## config.mk

```make
export PLATFORM = sky130hd
export DESIGN_NAME = muldiv_unit
export DESIGN_NICKNAME = d
export VERILOG_FILES = /design/src/rtl/muldiv_unit.sv
export SDC_FILE = /design/constraint.sdc
export NUM_CORES = 1
export LEC_CHECK = 0
export BUFFER_PORTS_ARGS = -buffer_cell sky130_fd_sc_hd__buf_2
export CAP_MARGIN = 0
export CORE_MARGIN = 5
export CORE_UTILIZATION = 50
export CTS_CLUSTER_SIZE = 30
export DETAILED_ROUTE_END_ITERATION = 8
export PLACE_DENSITY = 0.75
export RECOVER_POWER = 100
export SYNTH_ARGS = -nofsm -noshare
export SYNTH_HDL_FRONTEND = slang
export SYNTH_SLANG_ARGS = --single-unit
```

## constraint.sdc

```tcl
create_clock -name clk -period 7.1 [get_ports clk]
set_clock_uncertainty 0.15 [all_clocks]
set_input_delay 1.42 -clock clk [delete_from_list [all_inputs] [get_ports clk]]
set_output_delay 1.42 -clock clk [all_outputs]
set_load 0.005 [all_outputs]
```

## src/rtl/muldiv_unit.sv

```systemverilog
// muldiv_unit: iterative multiply/divide unit placed after the register file read ports.
// It accepts one operation at a time. The operation runs a WIDTH-step shift-add multiply
// or a WIDTH-step restoring divide. When it finishes, the unit issues a one-cycle
// register write-back request.
//
// Optional feature: define MULDIV_SIGNED_EN to honour op_signed (two's complement operands).
// Without the macro, op_signed is ignored and every operation is unsigned.
//
// Ports:
//   clk        in   clock, rising edge
//   reset_n    in   synchronous active-low reset
//   start      in   issue request, sampled only while idle
//   op         in   00 MUL, 01 MULH, 10 DIV, 11 REM
//   op_signed  in   signed request (MULDIV_SIGNED_EN builds only)
//   operand_a  in   multiplicand / dividend
//   operand_b  in   multiplier / divisor
//   dest_reg   in   destination register index
//   busy       out  operation in flight
//   done       out  one-cycle completion pulse
//   wb_write   out  register write enable (same as done)
//   wb_reg     out  destination register of the last result
//   wb_data    out  last result, held until the next completion
module muldiv_unit #(
    parameter int unsigned WIDTH     = 16,
    parameter int unsigned REG_IDX_W = 2
) (
    input  logic                 clk,
    input  logic                 reset_n,
    input  logic                 start,
    input  logic [1:0]           op,
    input  logic                 op_signed,
    input  logic [WIDTH-1:0]     operand_a,
    input  logic [WIDTH-1:0]     operand_b,
    input  logic [REG_IDX_W-1:0] dest_reg,
    output logic                 busy,
    output logic                 done,
    output logic                 wb_write,
    output logic [REG_IDX_W-1:0] wb_reg,
    output logic [WIDTH-1:0]     wb_data
);

    localparam int unsigned CNT_W = $clog2(WIDTH + 1);
    localparam logic [CNT_W-1:0] CntLast = CNT_W'(WIDTH);
    localparam logic [CNT_W-1:0] CntOne  = CNT_W'(1);

    typedef enum logic [1:0] {StIdle, StRun, StFin} state_t;

    state_t               state;
    logic [CNT_W-1:0]     cnt;
    logic [WIDTH-1:0]     acc_hi;   // product high half / partial remainder
    logic [WIDTH-1:0]     acc_lo;   // multiplier being shifted out / dividend->quotient
    logic [WIDTH-1:0]     opnd;     // multiplicand / divisor magnitude
    logic [1:0]           op_q;
    logic                 neg_res;  // product / quotient must be negated at finish
    logic                 neg_rem;  // remainder must be negated at finish
    logic [REG_IDX_W-1:0] dest_q;

    logic sign_en;
`ifdef MULDIV_SIGNED_EN
    assign sign_en = op_signed;
`else
    logic unused_op_signed;
    assign unused_op_signed = op_signed;
    assign sign_en = 1'b0;
`endif

    logic             a_neg, b_neg, div0;
    logic [WIDTH-1:0] mag_a, mag_b;

    assign a_neg = sign_en & operand_a[WIDTH-1];
    assign b_neg = sign_en & operand_b[WIDTH-1];
    assign mag_a = a_neg ? -operand_a : operand_a;
    assign mag_b = b_neg ? -operand_b : operand_b;
    assign div0  = op[1] && (operand_b == '0);

    // One iteration of either algorithm.
    logic [WIDTH:0]   mul_sum, rem_sh, diff;
    logic [WIDTH-1:0] step_hi, step_lo;

    always_comb begin
        mul_sum = {1'b0, acc_hi} + (acc_lo[0] ? {1'b0, opnd} : '0);
        rem_sh  = {acc_hi, acc_lo[WIDTH-1]};
        diff    = rem_sh - {1'b0, opnd};
        step_hi = '0;
        step_lo = '0;
        if (op_q[1]) begin
            // The restoring step keeps the shifted remainder whenever the subtraction borrows.
            if (!diff[WIDTH]) begin
                step_hi = diff[WIDTH-1:0];
                step_lo = {acc_lo[WIDTH-2:0], 1'b1};
            end else begin
                step_hi = rem_sh[WIDTH-1:0];
                step_lo = {acc_lo[WIDTH-2:0], 1'b0};
            end
        end else begin
            step_hi = mul_sum[WIDTH:1];
            step_lo = {mul_sum[0], acc_lo[WIDTH-1:1]};
        end
    end

    // Sign fix-up and result select, applied on the edge that enters FIN.
    logic [2*WIDTH-1:0] product, prod_fix;
    logic [WIDTH-1:0]   quot_fix, rem_fix, result;

    always_comb begin
        product  = {acc_hi, acc_lo};
        prod_fix = neg_res ? -product : product;
        quot_fix = neg_res ? -acc_lo : acc_lo;
        rem_fix  = neg_rem ? -acc_hi : acc_hi;
        result   = '0;
        case (op_q)
            2'b00:   result = prod_fix[WIDTH-1:0];
            2'b01:   result = prod_fix[2*WIDTH-1:WIDTH];
            2'b10:   result = quot_fix;
            default: result = rem_fix;
        endcase
    end

    always_ff @(posedge clk) begin
        if (!reset_n) begin
            state   <= StIdle;
            cnt     <= '0;
            acc_hi  <= '0;
            acc_lo  <= '0;
            opnd    <= '0;
            op_q    <= '0;
            neg_res <= 1'b0;
            neg_rem <= 1'b0;
            dest_q  <= '0;
            busy    <= 1'b0;
            done    <= 1'b0;
            wb_reg  <= '0;
            wb_data <= '0;
        end else begin
            case (state)
                StIdle: begin
                    done <= 1'b0;
                    if (start) begin
                        busy   <= 1'b1;
                        op_q   <= op;
                        dest_q <= dest_reg;
                        state  <= StRun;
                        if (div0) begin
                            // Preload the divide-by-zero results and skip the iterations,
                            // so the unit finishes on the next edge.
                            acc_hi  <= operand_a;
                            acc_lo  <= '1;
                            opnd    <= '0;
                            neg_res <= 1'b0;
                            neg_rem <= 1'b0;
                            cnt     <= CntLast;
                        end else begin
                            acc_hi  <= '0;
                            acc_lo  <= mag_a;
                            opnd    <= mag_b;
                            neg_res <= a_neg ^ b_neg;
                            neg_rem <= a_neg;
                            cnt     <= '0;
                        end
                    end
                end
                StRun: begin
                    if (cnt == CntLast) begin
                        state   <= StFin;
                        busy    <= 1'b0;
                        done    <= 1'b1;
                        wb_data <= result;
                        wb_reg  <= dest_q;
                    end else begin
                        acc_hi <= step_hi;
                        acc_lo <= step_lo;
                        cnt    <= cnt + CntOne;
                    end
                end
                StFin: begin
                    done  <= 1'b0;
                    state <= StIdle;
                end
                default: state <= StIdle;
            endcase
        end
    end

    assign wb_write = done;

endmodule
```

==> reports/summary.md <==
The highest net fanout along the worst path is 39. The filler cell count came out at 1,001. The total number of yosys warnings is 0, and the cell total after placement is 837.

The highest clock frequency the design can meet was 226 MHz; the average cell area after synthesis was 8.03 sq um. The worst setup path is captured at a flip-flop. The initialized floorplan defines 38 standard-cell rows. The power per unit of standard cell area is 214 mW/mm^2.

Multi-input logic area: 0.00355 sq mm. Number of synthesized flops with an enable pin: 0. The die is 114 microns wide.

The number of clock sinks came out at 79. For the final-report hold violation count, the log shows 0. VDD sags by at most 0.0000971 V.

The static leakage was 0.00249 uW; the synthesized flop and latch total was 79. After synthesis, the netlist uses 61 different library cells. Setup repair after global routing left no endpoint under its margin. Detailed-route wire length per cell: 16.7 microns. The count of antenna diodes in the layout came out at 0. The via count of the first global-routing pass was 4,660; the stage delay of the slowest cell on the critical path was 1.06 ns. After synthesis, the share of flip-flops with an asynchronous set or reset is 0%. After routing the design area is 0.00594 sq mm. The detail route stage leaves a number of antenna-violating nets equal to 0. The most used flip-flop cell after synthesis is dfxtp_1. For the worst setup path, the data required time is 7.23 ns.

From synthesis to final layout, the design area changed by 9.70%. The first TritonRoute pass finished after 5 iterations. The number of pins with negative max-slew slack in the final report was 0; the initial standard-cell utilization of the core was 50.4%.

For the max-cap check violation count, the log shows 1. After layout, the minimum clock period comes to 4.43 ns. The finished layout holds 853 standard cells, fillers aside.

After the last flow step, the layout net total stands at 784. Setup violations remaining at the end of the flow were counted as 0. Counting every net in the synthesized netlist gives 751.

The cell accounting for the most synthesized area is dfxtp_1. The clock passes through at most 2 buffers. The checks that failed: max-capacitance violations. The data arrival at the endpoint of the critical path was 4.56 ns; the overall global routing resource usage was 21.8%. The run gives 3 as the number of H-tree levels. Sequential elements use 29.2% of the synthesized area. Path type of the worst min-delay path: reg2reg.

At the pin with the least slew margin, the transition time is 1.49 ns. The number of top-level pins is 61, and the final critical-path share of the clock period is 62.4%. For this design, the slowest cell found on the critical path is clkbuf_1. The detailed-route via count was 5,064; the area fraction of the dominant cell type after synthesis was 29.2%.

Of the cells placed in the final design, the portion with a size suffix greater than 1 is 10.5%. The post-synthesis instance area was 0.00542 sq mm. In this run, post-CTS hold repair placed 0 buffers.

The tools report the routability-driven placement congestion ratio as 0.935. For the clock latency on the worst-skew pair, the log shows 0.37 ns. TritonCTS built the clock tree.

Once placement finished, the instance area stood at 0.00575 sq mm. In the post-synthesis netlist, the biggest area contributors are dfxtp_1, ha_1, o21ai_0, mux2i_1, nand2_1. Entering global routing, the biggest net connects 40 pins. STA classifies the critical path startpoint as an input pin. Once the clock tree was built, the resizer swapped 0 gates to a different size. Headroom to the max-slew limit came out at 0.607%.

The flow ran to the end, but the final reports show violations. In the routed design, unresolved DRC markers number 0. After technology mapping, the gate count stands at 675. Input and output buffers added on the ports amount to 59.

Counting the buffers created by CTS gives 9. The floorplan step defined a core boundary enclosing 0.0107 sq mm. For the final routed database, the setup TNS stands at 0 ns. For the post-CTS setup buffer count, the log shows 0. Clock-pin slew was measured on the worst setup and hold paths at 0.08 ns. The tools report the root buffer cell as clkbuf_8.

The die extent in y was 114 microns; the overall routed net length was 14.2 mm. The first global-routing pass estimated 23.1 mm of wire. The worst setup path is of the in2reg kind. For the post-detailed-placement half-perimeter wirelength, the log shows 10.9 mm.

The signal on the critical path passes through clkbuf_1 -> clkbuf_1 -> nand2_1 -> nor2_1 -> nand2_1 -> o21ai_0. Registers take 0.00158 sq mm. The tools report the number of antenna violations at the first check in global routing as 0.

The logs give 0.0130 sq mm for the floorplan die area and 0 for the total grt overflow. The logs give 359 for the number of DRC markers after the initial detailed-route iteration and 0.319 ns for the worst hold slack across all endpoints. The via density per instance was 5.94.
[Yosys cell counts, types with 4 or more instances]
library cell / n
a211oi_1: 7
a21boi_0: 11
a21o_1: 6
a21oi_1: 38
a221oi_1: 7
a22oi_1: 4
a31oi_1: 23
and2_1: 24
buf_1: 4
clkbuf_1: 34
dfxtp_1: 79
ha_1: 34
inv_1: 27
mux2_1: 5
mux2i_1: 35
nand2_1: 93
nand2b_1: 11
nand3_1: 7
nand3b_1: 6
nand4_1: 4
nor2_1: 23
nor2b_1: 7
nor3_1: 6
o211a_1: 17
o211ai_1: 14
o21a_1: 4
o21ai_0: 81
xnor2_1: 17
xor2_1: 7
[metrics by stage]
step                      power [uW]  worst slack, ns  utilization (%)
after floorplan                  811             3.86                -
after global placement           880             2.93             53.5
after detailed placement         893             2.97             53.5
after CTS                       1270             3.35             55.6
after global routing            1340             2.31             55.3
final                           1270             2.67             55.3
[cells in the final DEF, fill, tap and decap left out, types with 22 or more instances in the layout]
cell type  count
nor2_1        22
a31oi_1       23
nand2_1       93
dfxtp_1       79
o21ai_0       81
mux2i_1       35
and2_1        22
buf_2         47
a21oi_1       38
ha_1          34
inv_1         27
[cells by family after synthesis]
logic type	count (synthesis)	share of synthesized area, %
AOI/OAI and AO/OA	231	27.7
xor gates and xnor gates	24	3.88
adders and majority gates	36	8.59
buffers and inverters	69	5.22
DFF	79	29.2
muxes	42	7.92
and+or+nand+nor	194	17.5
[path summary, 6_finish.rpt]
check / cells after the start / slack, ns / startpoint / endpoint
worst min register to register: 2 / 0.32 / dest_q[1]$_SDFFE_PN0P_ / wb_reg[1]$_SDFFE_PN0P_
worst max register to register: 10 / 3.72 / acc_lo[0]$_SDFFE_PN0P_ / acc_hi[13]$_SDFFE_PN0P_
worst max-delay path: 6 / 2.67 / reset_n / opnd[14]$_SDFFE_PN0P_
worst min-delay path: 2 / 0.32 / dest_q[1]$_SDFFE_PN0P_ / wb_reg[1]$_SDFFE_PN0P_
[per-layer routing]
metal | vias up | track usage [%] | part of all wire (%)
met1 | 2325 | 30.0 | 47
met3 | 18 | 3.81 | 7.1
met4 | 0 | 6.73 | 2.0
met5 | - | 0 | 0
li1 | 2505 | - | -
met2 | 216 | 34.8 | 44
[layout make-up]
class	count	share of cell area [%]
clock buffer	11	2.38
clock inverter	5	1.37
inverter	27	1.71
multi-input combinational	527	59.8
sequential	79	26.6
tap	140	2.95
timing repair buffer	64	5.22
[report_power, final]
group / switching, uW / total, uW / internal (uW)
registers: 37.6 / 509 / 471
clock network: 176 / 384 / 208
logic: 221 / 382 / 162
total: 434 / 1270 / 841
[critical path, delay by kind of cell]
kind	cells	cell delay (ns)
simple gates	3	0.95
buf+inv	2	2.08
compound gates	1	0.11
No activity file was read; power rests on OpenSTA's default activity.
